==> src/rtl/spi_slave_resp.sv <==
// SPI responder: synchronises sck/mosi/ss_n into clk_i, deserialises MOSI bytes and shifts a
// preloaded TX byte out on MISO, MSB first, with valid/ready byte streams toward the fabric.
module spi_slave_resp #(
   parameter bit          CPOL        = 1'b0,
   parameter bit          CPHA        = 1'b0,
   parameter int unsigned SYNC_STAGES = 2,
   parameter logic [7:0]  DEFAULT_TX  = 8'hFF
) (
   input  logic       clk_i,
   input  logic       rst_i,
   input  logic       sck_i,
   input  logic       mosi_i,
   input  logic       ss_n_i,
   output logic       miso_o,
   output logic       miso_oe_o,
   input  logic [7:0] tx_data_i,
   input  logic       tx_valid_i,
   output logic       tx_ready_o,
   output logic [7:0] rx_data_o,
   output logic       rx_valid_o,
   input  logic       rx_ready_i,
   output logic       overrun_o,
   output logic       underrun_o,
   output logic       busy_o
);

   localparam int unsigned SN = SYNC_STAGES;

   typedef enum logic [0:0] {StIdle, StActive} state_e;

   // One flop past the synchroniser so edges come from the last two synced sck samples;
   // mosi and ss_n are delayed to line up with the newer of those two samples.
   logic [SN+1:0] sck_pipe_q;
   logic [SN:0]   mosi_pipe_q;
   logic [SN:0]   ss_pipe_q;

   always_ff @(posedge clk_i) begin
      if (rst_i) begin
         sck_pipe_q  <= {(SN+2){CPOL}};
         mosi_pipe_q <= '0;
         ss_pipe_q   <= '1;
      end else begin
         sck_pipe_q  <= {sck_pipe_q[SN:0], sck_i};
         mosi_pipe_q <= {mosi_pipe_q[SN-1:0], mosi_i};
         ss_pipe_q   <= {ss_pipe_q[SN-1:0], ss_n_i};
      end
   end

   logic sck_s, sck_p, mosi_s, ss_s;
   logic lead_edge, trail_edge, sample_edge, shift_edge;

   assign sck_s       = sck_pipe_q[SN];
   assign sck_p       = sck_pipe_q[SN+1];
   assign mosi_s      = mosi_pipe_q[SN];
   assign ss_s        = ss_pipe_q[SN];
   assign lead_edge   = (sck_p == CPOL) && (sck_s != CPOL);
   assign trail_edge  = (sck_p != CPOL) && (sck_s == CPOL);
   assign sample_edge = CPHA ? trail_edge : lead_edge;
   assign shift_edge  = CPHA ? lead_edge : trail_edge;

   state_e     state_q, state_d;
   logic       miso_q, miso_d;
   logic       miso_oe_q, miso_oe_d;
   logic [7:0] hold_q, hold_d;
   logic       hold_full_q, hold_full_d;
   logic [7:0] tx_sh_q, tx_sh_d;
   logic [6:0] rx_sh_q, rx_sh_d;
   logic [2:0] bit_cnt_q, bit_cnt_d;
   logic [7:0] rx_data_q, rx_data_d;
   logic       rx_valid_q, rx_valid_d;
   logic       overrun_q, overrun_d;
   logic       underrun_q, underrun_d;
   logic       do_load;
   logic [7:0] load_byte;

   always_ff @(posedge clk_i) begin
      if (rst_i) begin
         state_q     <= StIdle;
         miso_q      <= 1'b0;
         miso_oe_q   <= 1'b0;
         hold_q      <= '0;
         hold_full_q <= 1'b0;
         tx_sh_q     <= '0;
         rx_sh_q     <= '0;
         bit_cnt_q   <= '0;
         rx_data_q   <= '0;
         rx_valid_q  <= 1'b0;
         overrun_q   <= 1'b0;
         underrun_q  <= 1'b0;
      end else begin
         state_q     <= state_d;
         miso_q      <= miso_d;
         miso_oe_q   <= miso_oe_d;
         hold_q      <= hold_d;
         hold_full_q <= hold_full_d;
         tx_sh_q     <= tx_sh_d;
         rx_sh_q     <= rx_sh_d;
         bit_cnt_q   <= bit_cnt_d;
         rx_data_q   <= rx_data_d;
         rx_valid_q  <= rx_valid_d;
         overrun_q   <= overrun_d;
         underrun_q  <= underrun_d;
      end
   end

   always_comb begin
      state_d     = state_q;
      miso_d      = miso_q;
      miso_oe_d   = miso_oe_q;
      hold_d      = hold_q;
      hold_full_d = hold_full_q;
      tx_sh_d     = tx_sh_q;
      rx_sh_d     = rx_sh_q;
      bit_cnt_d   = bit_cnt_q;
      rx_data_d   = rx_data_q;
      rx_valid_d  = rx_valid_q;
      overrun_d   = 1'b0;
      underrun_d  = 1'b0;
      do_load     = 1'b0;
      load_byte   = hold_full_q ? hold_q : DEFAULT_TX;

      if (rx_valid_q && rx_ready_i) rx_valid_d = 1'b0;
      if (tx_valid_i && !hold_full_q) begin
         hold_d      = tx_data_i;
         hold_full_d = 1'b1;
      end

      // tx_sh_q[7] is always the next bit to present on a shift edge.
      unique case (state_q)
         StIdle: begin
            if (!ss_s) begin
               state_d   = StActive;
               do_load   = 1'b1;
               miso_oe_d = 1'b1;
               bit_cnt_d = '0;
               if (!CPHA) begin
                  miso_d  = load_byte[7];
                  tx_sh_d = {load_byte[6:0], 1'b0};
               end else begin
                  tx_sh_d = load_byte;
               end
            end
         end
         StActive: begin
            if (ss_s) begin
               state_d   = StIdle;
               miso_oe_d = 1'b0;
               bit_cnt_d = '0;
            end else if (sample_edge) begin
               rx_sh_d   = {rx_sh_q[5:0], mosi_s};
               bit_cnt_d = bit_cnt_q + 3'd1;
               if (bit_cnt_q == 3'd7) begin
                  if (!rx_valid_q || rx_ready_i) begin
                     rx_data_d  = {rx_sh_q, mosi_s};
                     rx_valid_d = 1'b1;
                  end else begin
                     overrun_d = 1'b1;
                  end
                  do_load = 1'b1;
                  tx_sh_d = load_byte;
               end
            end else if (shift_edge) begin
               miso_d  = tx_sh_q[7];
               tx_sh_d = {tx_sh_q[6:0], 1'b0};
            end
         end
         default: state_d = StIdle;
      endcase

      if (do_load) begin
         if (hold_full_q) hold_full_d = 1'b0;
         else             underrun_d  = 1'b1;
      end
   end

   assign miso_o     = miso_q;
   assign miso_oe_o  = miso_oe_q;
   assign tx_ready_o = ~hold_full_q;
   assign rx_data_o  = rx_data_q;
   assign rx_valid_o = rx_valid_q;
   assign overrun_o  = overrun_q;
   assign underrun_o = underrun_q;
   assign busy_o     = (state_q == StActive);

endmodule

==> config.mk <==
export PLATFORM = sky130hd
export DESIGN_NAME = spi_slave_resp
export DESIGN_NICKNAME = d
export VERILOG_FILES = /design/src/rtl/spi_slave_resp.sv
export SDC_FILE = /design/constraint.sdc
export NUM_CORES = 1
export LEC_CHECK = 0
export CAP_MARGIN = 25
export CORE_UTILIZATION = 48
export DETAILED_ROUTE_END_ITERATION = 8
export HOLD_SLACK_MARGIN = 0.1
export PLACE_DENSITY_LB_ADDON = 0.25
export SYNTH_ARGS = -nofsm -noshare
export SYNTH_HDL_FRONTEND = slang
export SYNTH_SLANG_ARGS = --single-unit
==> constraint.sdc <==
create_clock -name clk_i -period 2 [get_ports clk_i]
set_input_delay 0.4 -clock clk_i [delete_from_list [all_inputs] [get_ports clk_i]]
set_output_delay 0.4 -clock clk_i [all_outputs]
set_load 0.02 [all_outputs]
==> key figures, run 1 <==
Setup path
  • CP Capture Type: output port
  • Critical path startpoint category: flip-flop
  • CP required: about 1.6 ns
  • Crit path buf inv count: 1
  • Crit Path Category: flip-flop to output port
  • CP Data Arrival Time: 1.48 ns
  • R2R depth: 7
  • Worst-path cell chain: clkdlybuf4s50_1
  • Crit. path cell count: 1
  • CP max stage cell: clkdlybuf4s50_1
  • Cell family with the largest share of critical-path delay: buffers and inverters
  • Crit-path max cell delay: ~0.67 ns
  • Crit-path max FO: 15

Final layout
  • Layout Cells excl Fill: between 300 and 400
  • Total Nets Final: about 280
  • Antenna cells: 0
  • P&R area growth vs syn: 22.7%
  • Post-layout util: 0.626
  • Share of layout cells above drive strength 1: 0.0817

Global routing
  • Total GRT Usage: 0.193
  • First-pass GRT wire length: between 6 and 7 mm
  • Vias in the first global route: 1,469
  • Total gr overflow: 0
  • Initial antenna violation count: 0
  • Pin count of the biggest net entering global routing: 28

Timing
  • Final setup violation count: 0
  • Slew headroom: 0.695
  • RSZ-0062 raised after global routing: no
  • Minimum clock period: roughly 1.9 ns
  • Fmax: between 0.5 and 0.6 GHz
  • Setup TNS: 0 ns
  • Worst-Margin Slew: ~0.46 ns
  • Final Max Slew Viols: 0
  • Max Clock Skew: approximately 0.011 ns
  • Part of the cycle the worst path needs: 0.939
  • Fin. Hold Viols: 0

Floorplanning
  • Die X: 67.9 µm
  • Die area: 4610 µm²
  • Rows: 23
  • Core Region: approximately 4100 µm²
  • Ports: 30
  • Die Height: 67.9 µm
  • Initial Util: 0.510

Route
  • DRT antenna net count: 0
  • Initial DRC count: 83
  • WL/cell: around 13 µm
  • # DRC: 0
  • DR pass1 iterations: 4
  • Vias per inst: slightly above 5
  • Routed vias: 1,591
  • Total Wirelength: 3.87 mm

Placed design
  • GP Congestion: just over 0.7
  • Number of port buffers: 29
  • Placed insts: 299
  • Post-DP HPWL: between 2 and 3 mm

Synthesis
  • Syn Nets: between 200 and 250
  • Mean Syn Cell Area: roughly 9.1 µm²
  • Register area share after synthesis: 0.490
  • Largest cells by area after synthesis: dfxtp_1 (49%), mux2i_1 (7.7%), nand2_1 (6.5%)
  • Yosys reg bits: between 50 and 60
  • Ys async rst share: 0
  • Yosys cell types: 31
  • Syn Inst Count: ~230
  • Post-synth EDFFs: 0
  • Mapped cell area: around 2100 µm²
  • Synth top area share: 0.490
  • Synth warnings: 0
  • Commonest register cell after synthesis: dfxtp_1
  • Yosys top cell by area: dfxtp_1

Power
  • Leak: approximately 0.001 µW
  • Max VDD drop: roughly 0.57 mV
  • Power Density: 804 nW/µm²
  • Total power: 2060 µW

Clock network
  • Num Clock Sinks: slightly above 50
  • CTS Hold Bufs: 0
  • Post_cts resized: 0
  • Max clock buf depth: 2
  • Reg clk slew, reported paths: ~0.090 ns
  • H-tree Lvls: 2
  • Clk_lat worst skew: 0.31 ns
  • CTS tree: yes
  • CTS Buf Count: 5
  • # Post-CTS Setup Buffers: 0
  • Root Buffer: clkbuf_8

Min path
  • Hold crit path type: flip-flop to flip-flop
  • Hold path depth: 1

Run
  • Max Cap Viol: 0

Outcome
  • Status: completed
[where the power goes]
| group | total, µW | leakage [µW] | switching [µW] | internal (µW) |
|---|---|---|---|---|
| logic | 158 | 0.000544 | 76.9 | 81.5 |
| registers | 1060 | 0.000415 | 19.3 | 1040 |
| clock network | 837 | 0.0000654 | 337 | 500 |
| total | 2060 | 0.00102 | 433 | 1620 |
[layout by cell type (no fill, tap or decap), types with 2 or more instances in the layout]
master	n
or2_2	3
nor2_1	19
ha_1	5
a21oi_1	23
nand2b_1	2
nand2_1	36
bufinv_16	2
mux2i_1	16
a211oi_1	2
clkdlybuf4s50_1	29
buf_4	5
a221oi_1	7
clkbuf_8	5
dfxtp_1	50
nor3b_1	7
inv_1	10
nor2b_1	18
nand3_1	2
[registers in the layout (all words and copies together) (netlist names)]
signal       count
bit_cnt_q        3
busy_o           1
hold_full_q      1
hold_q           8
miso_o           1
miso_oe_o        1
mosi_pipe_q      3
overrun_o        1
rx_data_o        8
rx_sh_q          7
rx_valid_o       1
sck_pipe_q       4
ss_pipe_q        3
tx_sh_q          8
underrun_o       1
[final timing paths]
check	start	to	slack, ns
worst max register to register	bit_cnt_q[0]	tx_sh_q[1]	0.21
worst max-delay path	busy_o	busy_o	0.12
worst min-delay path	ss_pipe_q[1]	ss_pipe_q[2]	0.43
worst min register to register	ss_pipe_q[1]	ss_pipe_q[2]	0.43
[Yosys cell counts, types with 3 or more instances]
master / instances
nor2b_1: 18
ha_1: 5
a221oi_1: 7
clkbuf_1: 10
nor2_1: 19
a21oi_1: 23
mux2i_1: 16
dfxtp_1: 51
nand2_1: 36
or2_2: 3
nor3b_1: 7
inv_1: 10
[stage by stage]
stage / setup slack [ns] / area (µm²) / hold WS [ns]
finish: 0.122 / 2560 / 0.426
global route: 0.0386 / 2560 / 0.447
CTS: 0.111 / 2560 / 0.431
detailed placement: 0.239 / 2430 / 0.401
global placement: 0.294 / 2430 / 0.394
floorplan: 0.0864 / 2090 / 0.389
[routing by layer]
metal / wire length, µm / share of wire / vias to the layer above / GRT usage
met5: 0 / 0 / - / 0
met2: 1780 / 0.46 / 17 / 0.304
met4: 67 / 0.017 / 0 / 0.0781
met1: 1900 / 0.49 / 751 / 0.244
li1: - / - / 815 / -
met3: 123 / 0.032 / 8 / 0.0583
[layout make-up]
class                      instances  area, µm²
inverter                          10       37.5
fill                             352       1530
timing repair buffer              34        328
clock inverter                     2       60.1
tap                               50       62.6
multi-input combinational        154        976
clock buffer                       6       72.6
sequential                        51       1020
[cell families (layout without fill, tap and decap cells)]
family,Yosys count,in the layout,share of synthesized area
compound gates,37,37,0.119
fa+ha+maj,5,5,0.0300
buf+inv,23,52,0.0420
flops,51,51,0.490
mux,16,16,0.0768
simple gates,96,96,0.242
Note: power is estimated with default switching activity, not from simulation.
==> run 2, diff against run 1 <==
--- a/config.mk
+++ b/config.mk
@@ -13,3 +13,4 @@
 export SYNTH_ARGS = -nofsm -noshare
 export SYNTH_HDL_FRONTEND = slang
 export SYNTH_SLANG_ARGS = --single-unit
+export TNS_END_PERCENT = 1
==> results of run 2 <==
Same layout as run 1: the final DEF is identical, and so are final timing and power.
==> run 3, diff against run 2 <==
--- a/config.mk
+++ b/config.mk
@@ -6,6 +6,7 @@
 export NUM_CORES = 1
 export LEC_CHECK = 0
 export CAP_MARGIN = 25
+export CORE_ASPECT_RATIO = 1.5
 export CORE_UTILIZATION = 48
 export DETAILED_ROUTE_END_ITERATION = 8
 export HOLD_SLACK_MARGIN = 0.1
==> run 3 against run 2 <==
Critical path depth increased by 6. Utilization decreased by 2.1 points. Setup slack better by 0.10 ns. Die area increased by 0.11%. Register-to-register slack better by 0.02 ns. Highest routed layer unchanged.
==> key figures, run 3 (synthesized netlist as in run 1, its figures left out) <==
Placed design
  • Placed insts: 296
  • Setup slack at placement: between 0.2 and 0.25 ns
  • Post-DP HPWL: between 2 and 3 mm
  • Number of port buffers: 29
  • GP Congestion: around 0.75
  • Area post-placement: 2440 µm²

Timing
  • Max Clock Skew: 0.00833 ns
  • Final Worst Setup Slack: 0.225 ns
  • Final Max Slew Viols: 0
  • Final setup violation count: 0
  • Worst-Margin Slew: 0.453 ns
  • Fin. Hold Viols: 0
  • Slew headroom: 0.697
  • Fmax: about 0.56 GHz
  • RSZ-0062 raised after global routing: no
  • Setup TNS: 0 ns
  • Part of the cycle the worst path needs: 0.887
  • Minimum clock period: between 1.5 and 2 ns

Floorplanning
  • Core Region: ~4200 µm²
  • Rows: 29
  • Die area: about 4600 µm²
  • Ports: 30
  • Die Height: roughly 83 µm
  • Initial Util: 0.495
  • Die X: 55.8 µm

Min path
  • Hold crit path type: flip-flop to flip-flop

Route
  • DRT antenna net count: 0
  • DR WL met3: 116 µm
  • Wl on met1: around 1.8 mm
  • WL/cell: between 10 and 15 µm
  • DR pass1 iterations: 4
  • Top Metal Used: met4
  • # DRC: 0
  • Routed vias: 1,584
  • Initial DRC count: 90
  • Vias per inst: 5.23
  • Total Wirelength: roughly 4 mm
  • Metal2 WL: ~2.1 mm

Clock network
  • CTS tree: yes
  • H-tree Lvls: 2
  • Clk_lat worst skew: 0.30 ns
  • CTS Buf Count: 5
  • Post_cts resized: 0
  • Reg clk slew, reported paths: roughly 0.090 ns
  • Max clock buf depth: 2
  • Num Clock Sinks: between 50 and 60
  • # Post-CTS Setup Buffers: 0
  • Root Buffer: clkbuf_8
  • CTS Hold Bufs: 0

Setup path
  • CP Capture Type: flip-flop
  • CP Data Arrival Time: between 1.5 and 2 ns
  • Crit Path Category: flip-flop to flip-flop
  • CP required: roughly 2.2 ns
  • Critical path startpoint category: flip-flop
  • Crit-path max FO: 9

Global routing
  • Initial antenna violation count: 0
  • Total gr overflow: 0
  • Vias in the first global route: 1,545
  • Total GRT Usage: 0.189
  • First-pass GRT wire length: 6.76 mm
  • Pin count of the biggest net entering global routing: 36

Run
  • Max Cap Viol: 0

Final layout
  • Layout Cells excl Fill: ~300
  • Total Nets Final: approximately 280
  • Share of layout cells above drive strength 1: 0.0856
  • Most frequent cells in the layout: dfxtp_1 (50), nand2_1 (36), clkdlybuf4s50_1 (29)
  • P&R area growth vs syn: 22.2%
  • Fill cell count: 400
  • Design area: 2550 µm²
  • Most common cell after layout, fill and taps aside: dfxtp_1
  • Antenna cells: 0

Outcome
  • Status: completed

Power
  • Total power: about 1900 µW
  • Power Density: ~760 nW/µm²
  • Leak: 0.00102 µW
  • Max VDD drop: 0.727 mV
==> run 3: metrics by stage <==
step | util | hold WS, ns
finish | 0.605 | 0.416
detailed placement | 0.580 | 0.396
global placement | 0.580 | 0.391
global route | 0.605 | 0.425
CTS | 0.605 | 0.417
floorplan | - | 0.389
==> run 3: power by group <==
group,total [µW],internal [µW],switching (µW)
registers,1060,1040,18.4
logic,164,86.1,77.5
clock network,700,366,335
total,1930,1500,431
==> run 3: area by class of cell <==
cell class,count,area (µm²),area share
inverter,10,37.5,0.0147
tap,46,57.6,0.0226
clock inverter,2,37.5,0.0147
sequential,51,1020,0.401
timing repair buffer,35,348,0.137
clock buffer,5,68.8,0.0270
multi-input combinational,154,976,0.383
==> run 3: worst max-delay path: stages (launching register included) <==
cell and delay [ns]:
dfxtp_1 0.36, ha_1 0.15, ha_1 0.30, nand3b_4 0.12
a311oi_4 0.25, buf_4 0.24, mux2i_1 0.21, nor2_1 0.06
==> run 3: layer usage <==
metal,global-route usage,vias up
li1,-,815
met1,0.212,736
met5,0,-
met2,0.351,27
met3,0.0467,6
met4,0.0650,0
==> run 3: worst paths after layout <==
| check | startpoint | cells past startpoint | slack, ns | endpoint |
|---|---|---|---|---|
| max | bit_cnt_q[0] | 7 | 0.23 | tx_sh_q[6] |
| min | ss_pipe_q[0] | 1 | 0.42 | ss_pipe_q[1] |
| max reg2reg | bit_cnt_q[0] | 7 | 0.23 | tx_sh_q[6] |
| min reg2reg | ss_pipe_q[0] | 1 | 0.42 | ss_pipe_q[1] |
